$ cat config.mk
export PLATFORM = sky130hd
export DESIGN_NAME = product_accumulator
export DESIGN_NICKNAME = d
export VERILOG_FILES = /design/src/rtl/product_accumulator.sv
export SDC_FILE = /design/constraint.sdc
export NUM_CORES = 1
export LEC_CHECK = 0
export CAP_MARGIN = 0
export CELL_PAD_IN_SITES_DETAIL_PLACEMENT = 0
export CELL_PAD_IN_SITES_GLOBAL_PLACEMENT = 1
export CORE_MARGIN = 2
export CORE_UTILIZATION = 46
export DETAILED_ROUTE_END_ITERATION = 7
export PLACE_DENSITY = 0.88
export SYNTH_ARGS = -nofsm -noshare
export SYNTH_HDL_FRONTEND = slang
export SYNTH_SLANG_ARGS = --single-unit
$ cat constraint.sdc
create_clock -name clk -period 10.6 [get_ports clk]
set_input_delay 3.18 -clock clk [delete_from_list [all_inputs] [get_ports clk]]
set_output_delay 3.18 -clock clk [all_outputs]
set_load 0.01 [all_outputs]
$ cat src/rtl/product_accumulator.sv
// ---------------------------------------------------------------------------
// product_accumulator
//
// Sums a sequence of signed products from an upstream multiplier into a wide
// accumulator, then rounds (half up) and right-shifts by FRAC_BITS to form a
// signed OUT_WIDTH result. Each accumulation is terminated by in_last or by
// reaching MAX_TERMS terms; the latter also sets the sticky err_overrun flag.
//
// Build option:
//   ACC_SATURATE_EN  defined   -> out-of-range results clamp, out_sat = 1
//                    undefined -> result wraps to OUT_WIDTH bits, out_sat = 0
//
// Handshake: a transfer happens on a rising clk edge where valid && ready are
// both high. The producer holds its payload until that edge; the block
// holds out_data/out_sat/out_valid stable until out_valid && out_ready.
//
// Parameters:
//   P_WIDTH    signed product width
//   ACC_WIDTH  signed accumulator width (>= P_WIDTH + 4)
//   OUT_WIDTH  signed result width (< ACC_WIDTH + 1)
//   FRAC_BITS  output right shift (>= 1)
//   MAX_TERMS  maximum products per accumulation
//
// Ports:
//   clk, rst_n       clock, asynchronous active-low reset
//   in_valid         in_product/in_last valid
//   in_ready         term accepted this cycle (1 in IDLE/ACCUM, 0 in HOLD)
//   in_product       signed product
//   in_last          final term of the accumulation
//   out_valid        out_data holds a result
//   out_ready        consumer accepts the result
//   out_data         signed rounded result
//   out_sat          result was clipped (qualified by out_valid)
//   err_overrun      sticky: MAX_TERMS reached without in_last
// ---------------------------------------------------------------------------
module product_accumulator #(
    parameter int P_WIDTH   = 64,
    parameter int ACC_WIDTH = 72,
    parameter int OUT_WIDTH = 32,
    parameter int FRAC_BITS = 30,
    parameter int MAX_TERMS = 5
) (
    input  logic                 clk,
    input  logic                 rst_n,
    input  logic                 in_valid,
    output logic                 in_ready,
    input  logic [P_WIDTH-1:0]   in_product,
    input  logic                 in_last,
    output logic                 out_valid,
    input  logic                 out_ready,
    output logic [OUT_WIDTH-1:0] out_data,
    output logic                 out_sat,
    output logic                 err_overrun
);

    localparam int CNT_W = $clog2(MAX_TERMS + 1);
    // Rounding is done one bit wider than the accumulator so it cannot wrap.
    localparam int RW    = ACC_WIDTH + 1;

    localparam logic [CNT_W-1:0] MAX_CNT = CNT_W'(MAX_TERMS);
    localparam logic [CNT_W-1:0] ONE_CNT = CNT_W'(1);
    localparam logic [RW-1:0]    RND_C   = RW'(1) << (FRAC_BITS - 1);

    typedef enum logic [1:0] {
        ST_IDLE  = 2'd0,
        ST_ACCUM = 2'd1,
        ST_HOLD  = 2'd2
    } state_t;

    state_t                 state_q, state_d;
    logic [ACC_WIDTH-1:0]   acc_q, acc_d;
    logic [CNT_W-1:0]       cnt_q, cnt_d;
    logic                   out_valid_q, out_valid_d;
    logic [OUT_WIDTH-1:0]   out_data_q, out_data_d;
    logic                   out_sat_q, out_sat_d;
    logic                   err_q, err_d;

    logic                   accept;
    logic [ACC_WIDTH-1:0]   term_ext;
    logic [ACC_WIDTH-1:0]   acc_sum;
    logic [CNT_W-1:0]       cnt_inc;
    logic                   hit_max;
    logic                   is_last;
    logic [RW-1:0]          rnd_sum;
    logic signed [RW-1:0]   shifted;
    logic [OUT_WIDTH-1:0]   res_data;
    logic                   res_sat;

    assign in_ready    = (state_q != ST_HOLD);
    assign accept      = in_valid && in_ready;
    assign out_valid   = out_valid_q;
    assign out_data    = out_data_q;
    assign out_sat     = out_sat_q;
    assign err_overrun = err_q;

    // Datapath for the term arriving this cycle: the first term of an
    // accumulation replaces the accumulator, later ones add to it.
    always_comb begin
        term_ext = {{(ACC_WIDTH-P_WIDTH){in_product[P_WIDTH-1]}}, in_product};
        if (state_q == ST_IDLE) begin
            acc_sum = term_ext;
            cnt_inc = ONE_CNT;
        end else begin
            acc_sum = acc_q + term_ext;
            cnt_inc = cnt_q + ONE_CNT;
        end
        hit_max = (cnt_inc == MAX_CNT);
        is_last = in_last || hit_max;
        rnd_sum = {acc_sum[ACC_WIDTH-1], acc_sum} + RND_C;
        shifted = $signed(rnd_sum) >>> FRAC_BITS;
    end

`ifdef ACC_SATURATE_EN
    logic [RW-OUT_WIDTH:0] upper;
    logic                  fits;

    // The shifted value fits OUT_WIDTH when every bit from the result sign
    // position upward agrees.
    always_comb begin
        upper = shifted[RW-1:OUT_WIDTH-1];
        fits  = (&upper) || !(|upper);
        if (fits) begin
            res_data = shifted[OUT_WIDTH-1:0];
        end else if (shifted[RW-1]) begin
            res_data = {1'b1, {(OUT_WIDTH-1){1'b0}}};
        end else begin
            res_data = {1'b0, {(OUT_WIDTH-1){1'b1}}};
        end
        res_sat = !fits;
    end
`else
    logic unused_hi;

    // Wrapping keeps only the low OUT_WIDTH bits of the shifted value.
    assign unused_hi = ^shifted[RW-1:OUT_WIDTH];

    always_comb begin
        res_data = shifted[OUT_WIDTH-1:0];
        res_sat  = 1'b0;
    end
`endif

    // Next-state logic for the control FSM and all registered outputs.
    always_comb begin
        state_d     = state_q;
        acc_d       = acc_q;
        cnt_d       = cnt_q;
        out_valid_d = out_valid_q;
        out_data_d  = out_data_q;
        out_sat_d   = out_sat_q;
        err_d       = err_q;

        case (state_q)
            ST_IDLE, ST_ACCUM: begin
                // in_valid low leaves acc/count untouched (bubble).
                if (accept) begin
                    acc_d = acc_sum;
                    cnt_d = cnt_inc;
                    if (is_last) begin
                        state_d     = ST_HOLD;
                        out_valid_d = 1'b1;
                        out_data_d  = res_data;
                        out_sat_d   = res_sat;
                        // Hitting the term limit without in_last is an overrun.
                        if (!in_last) begin
                            err_d = 1'b1;
                        end
                    end else begin
                        state_d = ST_ACCUM;
                    end
                end
            end
            ST_HOLD: begin
                // No term is taken on the handoff cycle; IDLE accepts next.
                if (out_ready) begin
                    state_d     = ST_IDLE;
                    out_valid_d = 1'b0;
                    cnt_d       = '0;
                end
            end
            default: begin
                state_d = ST_IDLE;
            end
        endcase
    end

    always_ff @(posedge clk or negedge rst_n) begin
        if (!rst_n) begin
            state_q     <= ST_IDLE;
            acc_q       <= '0;
            cnt_q       <= '0;
            out_valid_q <= 1'b0;
            out_data_q  <= '0;
            out_sat_q   <= 1'b0;
            err_q       <= 1'b0;
        end else begin
            state_q     <= state_d;
            acc_q       <= acc_d;
            cnt_q       <= cnt_d;
            out_valid_q <= out_valid_d;
            out_data_q  <= out_data_d;
            out_sat_q   <= out_sat_d;
            err_q       <= err_d;
        end
    end

endmodule

Word level (Yosys, flattened, before mapping)
Index checks and enable logic that the tools add are counted.
{"block": "classes", "mux": 13, "reduce_logical": 11, "n_addsub": 3, "bitwise": 1, "eq_ne": 7}
{"op": "adder 72 bit", "n": 1}
{"op": "two-way mux 72 bit", "n": 1}
{"op": "adder 62 x 31 -> 62 bit (second input constant)", "n": 1}
{"op": "two-way mux 3 bit", "n": 3}
{"op": "!= test 2 bit (second input constant)", "n": 4}
{"op": "AND reduction 4 bit", "n": 2}
{"op": "two-way mux 2 bit", "n": 3}
{"op": "case mux 3 bit (2 select lines)", "n": 1}
{"op": "AND reduction 3 bit", "n": 2}
{"op": "case mux 2 bit (2 select lines)", "n": 1}
{"op": "AND reduction 2 bit", "n": 2}
{"op": "adder 3 x 1 -> 3 bit (second input constant)", "n": 1}
{"op": "equality test 3 bit (second input constant)", "n": 1}
{"op": "two-way mux 1 bit", "n": 3}
{"op": "equality test 2 x 1 -> 1 bit (second input constant)", "n": 1}
{"op": "equality test 2 bit (second input constant)", "n": 1}
{"op": "logical NOT 2 bit", "n": 1}
{"op": "case mux 1 bit (2 select lines)", "n": 1}
{"op": "nonzero test 2 bit", "n": 1}
{"op": "OR reduction 2 bit", "n": 1}
{"op": "logical AND 1 bit", "n": 1}
{"op": "logical OR 1 bit", "n": 1}
{"op": "NOT 1 bit", "n": 1}
{"block": "totals", "register_bits": 111, "word_cells": 41, "output_inout_bits": 36}

Longest topological paths before layout
Gate-level depths: netlist of run 1.
{"block": "logic_depth", "word_depth": 7, "mapped_depth": 16, "mapped_depth_nobuf": 16}

Worst setup path after synthesis of run 1
OpenSTA, ideal clock, no wires.
{"block": "synth_path", "kind": "input -> register", "from": "input port in_product[0]", "to": "register out_data_q[22], in the netlist out_data[22]", "setup_slack_ps": 3064, "t_arrival_ps": 7407, "path_buffers": 1, "stages": 15, "setup_time_ps": 129, "cell_sequence": "ha_1 -> fa_1 -> a211oi_1 -> o21ai_2 -> a211oi_4 -> a2111oi_4 -> nor3_2 -> mux2_4 -> or3_4 -> or3_4 -> or4_4 -> buf_6 -> or4_4 -> xnor2_1 -> o21ai_1"}
{"block": "synth_via", "elab_chain_cells": 3}
{"element": "start: declaration", "line_no": "47", "source": "input logic [P_WIDTH-1:0] in_product,"}
{"element": "adder 72 bit", "line_no": "104", "source": "acc_sum = acc_q + term_ext;"}
{"element": "two-way mux 72 bit (*)", "line_no": "100", "source": "if (state_q == ST_IDLE) begin"}
{"element": "adder 62 x 31 -> 62 bit (*)", "line_no": "109", "source": "rnd_sum = {acc_sum[ACC_WIDTH-1], acc_sum} + RND_C;"}
{"element": "end signal: assignment", "line_no": "201", "source": "out_data_q <= out_data_d;"}
{"element": "end: declaration", "line_no": "74", "source": "logic [OUT_WIDTH-1:0] out_data_q, out_data_d;"}
Mark *: on every way between the ends. The rest lies on a longest branch, timed or not.
A chain may end at the register's enable or synchronous reset.

Final worst setup path of run 1
{"block": "layout_path", "from": "input port in_product[0]", "to": "register out_data_q[24], in the netlist out_data[24]"}
The elaborated chain is that of the path after synthesis.

==> out/qor.txt, run 1 <==
outcome - finished, final reports clean
min-delay src - out_data[20]
core box area - 19500 um2
CTS tree - yes
Crit path max-delay family - compound AO/OA/AOI/OAI gates
setup violators final - 0
highest-count cells in the layout ignoring fill and taps - nand2_1, o21ai_0, a21oi_1
routed vias/inst - 6.02
Root Buffer - clkbuf_16
Yosys cell types - 79
dpl hpwl - 21100 um
kind of critical path - in -> reg
CTS resizes - 0
Worst Setup SP - in_product[0]
startpoint class of the critical path - input port
setup bufs post-CTS - 0
Avg Cell Area, Syn - 7.70 um2
RSZ-0062 raised after global routing - false
drt total wl - 27400 um
PortBufs - 101
clk buf depth - 2
layout filler cell count - 1954
dpl cells - 1509
vias in the first global route - 8906
Worst slew margin - 0.137
H-tree levels - 3
CP peak stage delay - 1.04 ns
clk slew on worst S/H paths - 0.07 ns
final worst path period need - 8.29 ns
maxcap violations - 0
most common cell after layout, fill and taps aside - nand2_1
FF/Latch Area - 2530 um2
Final period util - 0.782
dominant cells by area after synthesis - dfrtp_1, ha_1, nand2_1
maximum clock frequency - 0.121 GHz
WP data required - 10.87 ns
Post-Syn Area - 9200 um2
post-synth top area cell - dfrtp_1
DRT antenna net count - 0
Starting Density - 0.471
Fin. Hold Viols - 0
first-pass GRT wire length - 45800 um
DRC violations left - 0
Static Leak - 0.00434 uW
boundary pin count - 105
M1 WL - 13000 um
metal2 WL - 12500 um
largest net degree at the start of global routing - 114
routability cong. - 0.943
Primary FF master, synth - dfrtp_1
CTS buffer count - 9
die extent in x - 145 um
Layout area overhead - 16.2%
PD cells - 291 nW/um2
Yosys warning count - 0
Tot Pwr - 3110 uW
DRT iter0 DRCs - 510
fin nets - 1388
Async SR Flop Fraction - 1.00
Min-Delay Path Class - reg -> reg
share of layout cells above drive strength 1 - 0.0477
CP max FO - 5
number of synthesized flops with an enable pin - 0
Finished Layout Cells - 1524
crit end category - register
Row Count - 51
DRT Pass-1 Iters - 7
gr ovfl total - 0
Die ar. - 21100 um2
Buffers & Inverters on Critical Path - 1
Die Span Y - 145 um
Layout Skew - 0.00569 ns
RR Startpoint - acc_q[3]
antenna violations before repair - 0
multi-input logic area - 6410 um2
drt wl/cell - 18.0 um
via total after detailed routing - 9169
VDD IR max - 0.000113 V
Ant. Diodes - 0
Yosys reg bits - 101
final core occ - 0.547
setup_tns - 0 ns
Net Count, Synth - 1327
hold-fix buffers at CTS - 0
Yosys top cell area share - 0.275
sequential share of the synthesized area - 0.275
actual slew at the worst max-slew pin - 1.28 ns
crit path DAT - 8.56 ns
clk sinks - 101
most used cell, CP - o211ai_1
global-route usage over all layers - 0.261
Clk Latency, worst-skew pair - 0.36 ns
slowest CP cell - nor4_1
Slew Viols, Final - 0
met3 wire length - 1330 um
highest metal used - met4
CP cell instances - clkdlybuf4s50_1 > ha_1 > fa_1 > a211oi_1 > o211ai_1 > nand4b_1 > a2111oi_2 > nor3_1 > a2111oi_0 > o211ai_1 > or2_1 > nor4_1 > nand3_1 > xor2_1 > o21ai_0
Mapped Cells - 1194
[flip-flops by register name (all words and copies together), names as in the netlist]
name         count
state_q          2
err_overrun      1
out_data        32
acc_q           62
out_valid        1
cnt_q            3
[metal layers]
metal | GRT usage | up-vias
li1 | - | 4514
met1 | 0.366 | 4355
met2 | 0.424 | 263
met3 | 0.0320 | 37
met4 | 0.0804 | 0
met5 | 0 | -
[cell usage after synthesis (all sizes together) (12+ instances only)]
master	instances
inv	13
a21oi	101
clkbuf	44
dfrtp	101
nand2	205
xnor2	41
nand4	22
o211ai	15
o21ai	148
ha	63
buf	13
a21o	19
nor4	17
nor3	28
xor2	26
mux2i	26
nor2	74
nand3	30
a31oi	12
[power by group]
part | switching [uW] | internal, uW | total, uW
logic | 1240 | 827 | 2070
registers | 108 | 559 | 667
clock network | 162 | 208 | 370
[area by class of cell]
type / count / share of cell area
clock buffers: 10 / 0.0214
well taps: 265 / 0.0310
flip-flops and latches: 101 / 0.237
multi-input cells: 1023 / 0.600
clock inverters: 5 / 0.00808
inverters: 13 / 0.00457
repair buffers: 107 / 0.0986
[cell families (layout without fill, tap and decap cells)]
logic type	after synthesis	in the layout	synth area share
AOI/OAI and AO/OA	392	392	0.262
xor gates and xnor gates	67	67	0.0638
adders and majority gates	64	64	0.0879
buffers and inverters	70	135	0.0305
DFF	101	101	0.275
muxes	31	31	0.0348
other	1	1	0.000408
and+or+nand+nor	468	468	0.246
[worst paths after layout]
kind | end | slack (ns) | cells after the start
setup / recovery | out_data[24] | 2.31 | 15
hold reg to reg | out_data[20] | 0.48 | 2
setup reg to reg | out_data[24] | 5.25 | 13
max in group asynchronous | state_q[0] | 6.57 | 2
min in group asynchronous | acc_q[24] | 2.83 | 1
hold / removal | out_data[20] | 0.48 | 2
[worst min-delay path, delay by kind of cell, from the launching register on]
| family | cells | cell delay [ns] |
|---|---|---|
| flops | 1 | 0.34 |
| simple gates | 1 | 0.04 |
| compound gates | 1 | 0.06 |
[through the flow]
stage | cell area (um2) | worst slack (ns) | hold slack (ns)
final | 10700 | 2.31 | 0.478
after floorplan | 9200 | 3.06 | 0.450
after global routing | 10700 | 1.89 | 0.511
after global placement | 10400 | 2.09 | 0.457
after CTS | 10700 | 2.40 | 0.482
after detailed placement | 10400 | 2.04 | 0.464
Note: power is estimated with default switching activity, not from simulation.
==> run 2: changes to the inputs <==
CORE_UTILIZATION = 43   (was 46)
PLACE_DENSITY = 0.83   (was 0.88)
clock period = 8.1 ns   (was 10.6 ns; I/O delays follow)
==> out/qor.txt, run 2 (synthesis results as in run 1) <==
Die Span Y - 150 um (+3.3%)
dpl hpwl - 21600 um (+2.4%)
CP max FO - 6 (+1)
Layout area overhead - 17.0%
kind of critical path - in -> reg
highest-count cells in the layout ignoring fill and taps - nand2_1, o21ai_0, a21oi_1, dfrtp_1, clkdlybuf4s50_1
CP peak stage delay - 0.67 ns (-0.37 ns)
core box area - 21000 um2 (+7.7%)
clk buf depth - 2 (unchanged)
Worst slew margin - 0.273 (+0.136)
Biggest register - acc_q
switching portion of total power - 0.488 (+0.000967)
routed vias/inst - 5.86 (-2.6%)
multi-input logic area - 6410 um2 (unchanged)
WP data required - 8.31 ns (-2.56 ns)
outcome - finished, final reports clean
Fin. Hold Viols - 0 (unchanged)
Static Leak - 0.00439 uW (+1.0%)
largest net degree at the start of global routing - 114 (unchanged)
CTS buffer count - 9 (unchanged)
DRT iter0 DRCs - 586 (+15%)
Clock Power Share - 0.117 (-0.002)
routability cong. - 0.949 (+0.65%)
via total after detailed routing - 9038 (-1.4%)
maxcap violations - 0 (unchanged)
PD cells - 381 nW/um2 (+31%)
RSZ-0062 raised after global routing - false
DRT antenna net count - 0 (unchanged)
Crit path max-delay family - compound AO/OA/AOI/OAI gates
Comb pwr share - 0.673 (+0.007)
Min-Delay Path Class - reg -> reg
Die ar. - 22600 um2 (+6.8%)
clk sinks - 101 (unchanged)
VDD IR max - 0.000144 V (+28%)
actual slew at the worst max-slew pin - 1.09 ns (-0.192 ns)
switching power - 2000 uW (+32%)
CTS resizes - 0 (unchanged)
clk slew on worst S/H paths - 0.08 ns (about the same)
sequential share of power - 0.210 (-0.005)
Ant. Diodes - 0 (unchanged)
PortBufs - 101 (unchanged)
Starting Density - 0.438 (-0.0335)
boundary pin count - 105 (unchanged)
die extent in x - 150 um (+3.3%)
crit end category - register
layout filler cell count - 2105 (+7.7%)
Root Buffer - clkbuf_16
antenna violations before repair - 0 (unchanged)
share of layout cells above drive strength 1 - 0.0536 (+0.00597)
CTS tree - yes
DRT Pass-1 Iters - 5 (-2)
Internal Dissipation - 2100 uW (+32%)
setup violators final - 0 (unchanged)
first-pass GRT wire length - 45500 um (-0.56%)
final worst path period need - 7.34 ns
vias in the first global route - 8625 (-3.2%)
global-route usage over all layers - 0.254 (-0.00716)
Clk Latency, worst-skew pair - 0.36 ns (about the same)
Slew Viols, Final - 0 (unchanged)
Row Count - 53 (+3.9%)
hold-fix buffers at CTS - 0 (unchanged)
dpl cells - 1528 (+1.3%)
setup_tns - 0 ns (unchanged)
DP Area - 10500 um2 (+0.76%)
H-tree levels - 3 (unchanged)
CP cell instances - clkdlybuf4s50_1 > ha_1 > fa_1 > a211oi_1 > o211ai_1 > nand4b_1 > a2111oi_2 > buf_4 > o21a_1 > a2111oi_0 > o211ai_1 > or2_1 > or4_1 > or4_4 > xnor2_1 > o21ai_1
most used cell, CP - o211ai_1
gr ovfl total - 0 (unchanged)
most common cell after layout, fill and taps aside - nand2_1
maximum clock frequency - 0.136 GHz
Final period util - 0.906
FF/Latch Area - 2530 um2 (about the same)
crit path DAT - 7.55 ns (-1.01 ns)
startpoint class of the critical path - input port
DRC violations left - 0 (unchanged)
Layout Skew - 0.0116 ns (+0.00593 ns)
hold_ws - 0.479 ns (+0.000292 ns)
drt wl/cell - 18.2 um (+1.2%)
Finished Layout Cells - 1543 (+1.2%)
drt total wl - 28100 um (+2.5%)
max reg flops - 62 (unchanged)
slowest CP cell - or4_1
Buffers & Inverters on Critical Path - 2 (+1)
Design Area, Final - 10800 um2 (+0.71%)
fin nets - 1397 (+0.65%)
setup bufs post-CTS - 0 (unchanged)
==> run 2: cell count changes in the layout (fill, tap and decap cells not counted), sizes merged <==
cell,before,now
buf,7,16
==> run 2: stage by stage <==
step	utilization	power (uW)	worst slack, ns
floorplan	-	2780	1.31
global placement	0.497	3560	0.448
detailed placement	0.497	3590	0.413
CTS	0.512	4090	0.772
global route	0.512	4470	0.375
finish	0.512	4100	0.758
==> run 2: path summary, 6_finish.rpt <==
path / cells past startpoint / slack, ns / endpoint / from
worst min-delay path: 2 / 0.48 / out_data[8] / out_data[8]
worst min register to register: 2 / 0.48 / out_data[8] / out_data[8]
worst max-delay path: 16 / 0.76 / out_data[22] / in_product[0]
max in group asynchronous: 2 / 4.81 / acc_q[56] / rst_n
worst max register to register: 15 / 2.89 / out_data[22] / acc_q[0]
min in group asynchronous: 1 / 2.08 / acc_q[24] / rst_n
==> run 2: tightest hold or removal path: cells and delay by family, from the launching register on <==
| family | cells | cell delay [ns] |
|---|---|---|
| flip-flops | 1 | 0.34 |
| AO/OA/AOI/OAI | 1 | 0.06 |
| AND/OR/NAND/NOR | 1 | 0.04 |
==> run 2: final cells by class <==
type,count,area share
clock inverter,5,0.00779
sequential,101,0.235
clock buffer,10,0.0213
timing repair buffer,116,0.104
tap,275,0.0320
multi-input combinational,1023,0.595
inverter,13,0.00453
==> run 2: power by group through the flow <==
stage / Clock, uW / Combinational [uW] / Sequential (uW)
after floorplan: 0 / 1900 / 880
after global placement: 0 / 2700 / 863
after detailed placement: 0 / 2720 / 871
after CTS: 490 / 2740 / 862
after global routing: 511 / 3070 / 890
final: 481 / 2760 / 860
==> run 2: layer usage <==
| layer | global-route usage | vias to the layer above | wire length (um) |
|---|---|---|---|
| met2 | 0.403 | 237 | 12500 |
| met5 | 0 | - | 0 |
| met3 | 0.0309 | 37 | 1150 |
| met1 | 0.366 | 4236 | 13800 |
| li1 | - | 4528 | - |
| met4 | 0.0684 | 0 | 622 |
